<file path="src/rtl/i2s_pkg.sv">
`default_nettype none
// ============================================================================
// Module : i2s_pkg
// Brief  : Shared enums for the I2S/TDM serial audio receiver.
// Rev    : 1.0  initial release
// ============================================================================
package i2s_pkg;

    typedef enum logic [0:0] {
        FMT_I2S = 1'b0,
        FMT_LJ  = 1'b1
    } fmt_e;

    typedef enum logic [0:0] {
        SYNC = 1'b0,
        RUN  = 1'b1
    } rx_state_e;

endpackage
`default_nettype wire

</file>
<file path="src/rtl/i2s_tdm_rx.sv">
`default_nettype none
// ============================================================================
// Module : i2s_tdm_rx
// Brief  : I2S / left-justified / TDM deserialiser with frame-length checking.
// Rev    : 1.0  initial release
// ============================================================================
module i2s_tdm_rx
    import i2s_pkg::*;
#(
    parameter int WIDTH = 16,
    parameter int NCH   = 2,
    parameter int SLOT  = WIDTH
) (
    input  logic                   sclk,
    input  logic                   rst,
    input  logic                   ws,
    input  logic                   sdata,
    input  logic                   fmt,
    output logic [NCH*WIDTH-1:0]   samples,
    output logic                   valid,
    output logic                   locked,
    output logic                   frame_err
);

    localparam int c_FRAME = NCH * SLOT;
    localparam int c_BCW   = $clog2(SLOT);
    localparam int c_SCW   = $clog2(NCH);
    localparam int c_ECW   = $clog2(c_FRAME + 2);

    localparam logic [c_BCW-1:0] c_BIT_LAST  = c_BCW'(SLOT - 1);
    localparam logic [c_BCW-1:0] c_WID_LAST  = c_BCW'(WIDTH - 1);
    localparam logic [c_SCW-1:0] c_SLOT_LAST = c_SCW'(NCH - 1);
    localparam logic [c_ECW-1:0] c_EDGE_EXP  = c_ECW'(c_FRAME);
    localparam logic [c_ECW-1:0] c_EDGE_TO   = c_ECW'(c_FRAME + 1);

    rx_state_e                r_state;
    fmt_e                     r_fmt_q;
    logic                     r_ws_d;
    logic [c_BCW-1:0]         r_bit_cnt;
    logic [c_SCW-1:0]         r_slot_cnt;
    logic [c_ECW-1:0]         r_edge_cnt;
    logic                     r_data_act;
    logic [WIDTH-1:0]         r_slot [NCH];
    logic [NCH*WIDTH-1:0]     r_samples;
    logic                     r_valid;
    logic                     r_locked;
    logic                     r_frame_err;

    logic                     w_fall;
    logic                     w_on_time;
    logic                     w_at_exp;
    logic                     w_timeout;
    logic                     w_take;
    logic                     w_last;
    logic                     w_commit;
    logic [WIDTH-1:0]         w_shifted;

    assign w_fall    = ~ws & r_ws_d;
    assign w_at_exp  = (r_edge_cnt == c_EDGE_EXP);
    assign w_on_time = w_fall & w_at_exp;
    assign w_timeout = ~w_fall & (r_edge_cnt == c_EDGE_TO);
    assign w_take    = r_data_act & (r_bit_cnt <= c_WID_LAST);
    assign w_last    = w_take & (r_slot_cnt == c_SLOT_LAST) & (r_bit_cnt == c_WID_LAST);
    assign w_shifted = {r_slot[r_slot_cnt][WIDTH-2:0], sdata};

    // In I2S with SLOT == WIDTH the final bit lands on the expected frame edge,
    // so the frame only counts as complete if ws actually falls there.
    assign w_commit  = (r_state == RUN) & w_last &
                       (w_fall ? w_on_time : ~(w_at_exp & (r_fmt_q == FMT_I2S)));

    always_ff @(posedge sclk) begin
        if (rst) begin
            r_state     <= SYNC;
            r_fmt_q     <= FMT_I2S;
            r_ws_d      <= 1'b1;
            r_bit_cnt   <= '0;
            r_slot_cnt  <= '0;
            r_edge_cnt  <= '0;
            r_data_act  <= 1'b0;
            r_samples   <= '0;
            r_valid     <= 1'b0;
            r_locked    <= 1'b0;
            r_frame_err <= 1'b0;
            for (int n = 0; n < NCH; n++) begin
                r_slot[n] <= '0;
            end
        end else begin
            r_ws_d      <= ws;
            r_valid     <= 1'b0;
            r_frame_err <= 1'b0;

            if (r_state == RUN) begin
                if (w_take) begin
                    r_slot[r_slot_cnt] <= w_shifted;
                end
                if (w_commit) begin
                    for (int n = 0; n < NCH; n++) begin
                        r_samples[n*WIDTH +: WIDTH] <= (n == NCH - 1) ? w_shifted : r_slot[n];
                    end
                    r_valid <= 1'b1;
                end
                if (r_data_act) begin
                    if (r_bit_cnt == c_BIT_LAST) begin
                        r_bit_cnt <= '0;
                        if (r_slot_cnt == c_SLOT_LAST) begin
                            r_data_act <= 1'b0;
                        end else begin
                            r_slot_cnt <= r_slot_cnt + 1'b1;
                        end
                    end else begin
                        r_bit_cnt <= r_bit_cnt + 1'b1;
                    end
                end
                r_edge_cnt <= r_edge_cnt + 1'b1;
                if (w_fall && !w_on_time) begin
                    r_frame_err <= 1'b1;
                end
                if (w_timeout) begin
                    r_frame_err <= 1'b1;
                    r_state     <= SYNC;
                    r_locked    <= 1'b0;
                    r_data_act  <= 1'b0;
                end
            end

            // Frame start (initial lock, on-time edge or early resync) overrides
            // the counter updates above.
            if (w_fall) begin
                r_state    <= RUN;
                r_locked   <= 1'b1;
                r_fmt_q    <= fmt_e'(fmt);
                r_slot_cnt <= '0;
                r_edge_cnt <= c_ECW'(1);
                r_data_act <= 1'b1;
                if (fmt_e'(fmt) == FMT_LJ) begin
                    r_slot[0] <= {r_slot[0][WIDTH-2:0], sdata};
                    r_bit_cnt <= c_BCW'(1);
                end else begin
                    r_bit_cnt <= '0;
                end
            end
        end
    end

    assign samples   = r_samples;
    assign valid     = r_valid;
    assign locked    = r_locked;
    assign frame_err = r_frame_err;

endmodule
`default_nettype wire

</file>
<file path="config.mk">
export PLATFORM = sky130hd
export DESIGN_NAME = i2s_tdm_rx
export DESIGN_NICKNAME = d
export VERILOG_FILES = /design/src/rtl/i2s_pkg.sv /design/src/rtl/i2s_tdm_rx.sv
export SDC_FILE = /design/constraint.sdc
export NUM_CORES = 1
export LEC_CHECK = 0
export ABC_CLOCK_PERIOD_IN_PS = 2200
export CAP_MARGIN = 20
export CORE_MARGIN = 1
export CORE_UTILIZATION = 56
export CTS_BUF_LIST = sky130_fd_sc_hd__clkbuf_4 sky130_fd_sc_hd__clkbuf_8 sky130_fd_sc_hd__clkbuf_16
export CTS_CLUSTER_SIZE = 40
export DETAILED_ROUTE_END_ITERATION = 16
export PLACE_DENSITY_LB_ADDON = 0.15
export SLEW_MARGIN = 20
export SYNTH_ARGS = -nofsm -noshare
export SYNTH_HDL_FRONTEND = slang
export SYNTH_SLANG_ARGS = --single-unit
</file>
<file path="constraint.sdc">
create_clock -name sclk -period 2.2 [get_ports sclk]
set_clock_uncertainty 0.05 [all_clocks]
set_input_delay 0.22 -clock sclk [delete_from_list [all_inputs] [get_ports sclk]]
set_output_delay 0.22 -clock sclk [all_outputs]
set_load 0.005 [all_outputs]
</file>
==> reports/summary.txt <==
RUN STATUS
-------------------------------------------------------------------------------------
Status ................................................................. complete, no violations

TIMING
-------------------------------------------------------------------------------------
Fin. Hold Viols ........................................................            0
Final critical path time including I/O delays and setup ................      2.01 ns
Share of the clock period used by the worst path after layout ..........        0.915
Headroom to the max-slew limit .........................................        0.654
Actual transition at the worst max-transition pin ......................     0.519 ns
Setup_tns ..............................................................         0 ns
Final count of pins violating max slew .................................            0
RSZ-0062 raised after global routing ...................................        false
Count of endpoints failing setup in the final report ...................            0
Max Fclk ...............................................................    0.497 GHz
Minimum setup slack in the final design ................................     0.187 ns

MIN PATH
-------------------------------------------------------------------------------------
Hold Path Depth ........................................................            2
Type of the tightest min-delay check ................................... input port to register

LOGIC SYNTHESIS
-------------------------------------------------------------------------------------
Gate Count Post-Synth ..................................................          315
Sequential fraction of the synthesis area ..............................        0.551
Mapped Avg Cell Area ...................................................    11.3 um^2
Prevailing post-synth register cell ....................................      dfxtp_1
Synth Warn # ...........................................................            0
Unique masters post-synth ..............................................           43
Async set or reset register ratio after synthesis ......................            0
Nets in the synthesized netlist ........................................          324
Yosys reg bits .........................................................           82
Post-synth EDFFs .......................................................           31
Post-Syn Area ..........................................................    3540 um^2

CRITICAL PATH
-------------------------------------------------------------------------------------
Depth of the critical timing path with buffers and inverters included ..            5
Critical Setup Path Class .............................................. register to register
Critical Path Source Type ..............................................     register
Largest stage delay on the critical path ...............................      0.46 ns
Sequence of cells on the critical path ................................. ha_1, nand4_2, a311oi_4, and2_4, a211oi_2
Critical Path Fanout Max ...............................................           32
Data arrival time of the worst path ....................................      2.17 ns
Number of buffers and inverters on the critical path ...................            0
Cell with the largest stage delay on the worst path ....................       and2_4
FF-to-FF path depth ....................................................            5
Crit. End Element ......................................................     register
Required time of the critical path .....................................      2.36 ns
Cell type group with the largest total delay on the critical path ...... simple AND/OR/NAND/NOR gates

FLOORPLAN
-------------------------------------------------------------------------------------
Area of the core .......................................................    6030 um^2
Number of top-level design ports .......................................           40
Initial Util ...........................................................        0.588
Die width ..............................................................      81.6 um
Rows ...................................................................           28
Die Footprint ..........................................................    6650 um^2
Die Y ..................................................................      81.6 um

CLOCK NETWORK
-------------------------------------------------------------------------------------
Number of resized instances in the post-cts repair step ................            0
Clock latency of the later-clocked register in the worst-skew pair .....      0.34 ns
Deepest level of the CTS H-tree ........................................            3
CTS tree ...............................................................         done
Clock-pin slew of the registers on the worst-case setup and hold paths .      0.08 ns
Library cell used as clock root buffer .................................     clkbuf_8
Clock Tree Buf Depth ...................................................            2
Number of buffers inserted for hold repair after clock tree synthesis ..            0
Number of sinks driven by the clock tree ...............................           82
Post-CTS Setup Bufs ....................................................            0
Cts bufs inserted ......................................................            9

CELLS AND AREA
-------------------------------------------------------------------------------------
Final core utilization .................................................        0.698
Layout filler cell count ...............................................          486
Total number of nets in the final design ...............................          362
Fraction of final layout cells sized beyond drive strength 1 ...........        0.140
# diodes ...............................................................            0
Layout overhead on the synthesized area ................................        18.7%

PLACED DESIGN
-------------------------------------------------------------------------------------
Port-buffer cells ......................................................           39
Estimated wirelength of the detail-placed design .......................      4560 um
RD Place Congestion ....................................................        0.797
Placement-stage worst setup slack ......................................     0.181 ns

ROUTING
-------------------------------------------------------------------------------------
Number of routed nets with antenna violations ..........................            0
Mean number of vias per cell ...........................................         5.97
Starting DRT DRC Count .................................................          190
Per-cell routed wire length ............................................      16.5 um
Post-route DRC .........................................................            0
Vias after detailed routing ............................................         2584
First-pass iteration count of the detailed router ......................            4
Detailed Route WL ......................................................      7150 um

GLOBAL ROUTING
-------------------------------------------------------------------------------------
Maximum number of pins on one net before global-route repair ...........           52
Total congestion overflow ..............................................            0
Global-route wire length before repair .................................     11500 um
Vias in the first global route .........................................         2391
Global-route usage over all layers .....................................        0.234
Number of antenna violations at the first check in global routing ......            0

PWR
-------------------------------------------------------------------------------------
Worst supply voltage drop on vdd .......................................     0.476 mV
Static leakage .........................................................      1.38 nW
Total power density per cell area ......................................  688 nW/um^2

FLOW RUN
-------------------------------------------------------------------------------------
Max-cap viol count .....................................................            0

final timing paths:
check / from / to / slack, ns
setup / recovery: r_bit_cnt[0] / samples[30] / 0.19
hold / removal: rst / r_fmt_q / 0.18
setup reg to reg: r_bit_cnt[0] / samples[30] / 0.19
hold reg to reg: samples[2] / samples[2] / 0.41
power breakdown:
group	total [mW]	switching, mW	internal, mW
logic	0.179	0.113	0.0665
registers	1.65	0.0352	1.62
clock network	1.06	0.506	0.554
synthesized netlist by cell type, types with 2 or more instances:
master | number | share of area
nand4b_1 | 17 | 0.042
inv_1 | 2 | 0.0021
a211oi_1 | 2 | 0.0042
and3_1 | 2 | 0.0035
buf_1 | 3 | 0.0032
a32o_1 | 15 | 0.042
a21oi_1 | 24 | 0.034
a211oi_2 | 13 | 0.046
and3b_1 | 2 | 0.0049
mux2i_1 | 16 | 0.045
edfxtp_1 | 31 | 0.26
or3_1 | 3 | 0.0053
or2_2 | 2 | 0.0035
nand2_1 | 13 | 0.014
clkbuf_1 | 11 | 0.012
nand2b_1 | 21 | 0.037
buf_2 | 10 | 0.014
nor2b_1 | 2 | 0.0035
nor2_1 | 25 | 0.026
dfxtp_1 | 51 | 0.29
ha_1 | 4 | 0.014
nand3_1 | 2 | 0.0028
o21ai_1 | 17 | 0.024
xor2_1 | 4 | 0.0099
nand4_1 | 2 | 0.0035
o21ai_0 | 4 | 0.0056
metal layers:
| layer | share of wire | GRT usage |
|---|---|---|
| met1 | 0.46 | 0.314 |
| met2 | 0.48 | 0.362 |
| met3 | 0.050 | 0.0400 |
| met4 | 0.015 | 0.123 |
| met5 | 0 | 0 |
cell usage in the layout (no fill, tap or decap), types with 15 or more instances in the layout:
master	n
a21oi_1	24
a32o_1	15
clkdlybuf4s50_1	38
dfxtp_1	51
edfxtp_1	31
mux2i_1	16
nand2b_1	21
nand4b_1	17
nor2_1	25
o21ai_1	17
layout make-up:
| cell class | count | area, um^2 | share of cell area |
|---|---|---|---|
| Multi-Input combinational cell | 205 | 1480 | 0.351 |
| Clock inverter | 4 | 42.5 | 0.0101 |
| Sequential cell | 82 | 1950 | 0.464 |
| Inverter | 2 | 7.51 | 0.00178 |
| Tap cell | 75 | 93.8 | 0.0223 |
| Clock buffer | 12 | 146 | 0.0348 |
| Timing Repair Buffer | 53 | 490 | 0.117 |
worst register-to-register path, cell delays in order, from the launching register on:
cell and delay [ns]:
dfxtp_1 0.40, ha_1 0.27, nand4_2 0.19, a311oi_4 0.35, and2_4 0.46, a211oi_2 0.15
kinds of logic (layout without fill, tap and decap cells):
family,Yosys count,in the layout,share of synthesized area
AOI/OAI and AO/OA,83,83,0.177
xor gates and xnor gates,5,5,0.0124
adders and majority gates,4,4,0.0141
buffers and inverters,28,71,0.0364
DFF,82,82,0.551
muxes,16,16,0.0452
and+or+nand+nor,97,97,0.164
stage by stage:
step           cells  total power [mW]  instance area [um^2]  hold WS, ns
2_1_floorplan    315              1.80                  3540        0.274
3_3_place_gp     417              1.86                  4020        0.402
3_5_place_dp     417              1.87                  4020        0.405
4_1_cts          433              2.92                  4210        0.170
5_1_grt          433              3.02                  4210        0.209
6_report         433              2.89                  4210        0.179
state kept, by name, summed over array words and instances, names as in the netlist, 4 cells and up, named ones only:
signal	flops
r_bit_cnt	4
samples	32
r_edge_cnt	6
r_slot	31
No activity file was read; power rests on OpenSTA's default activity.
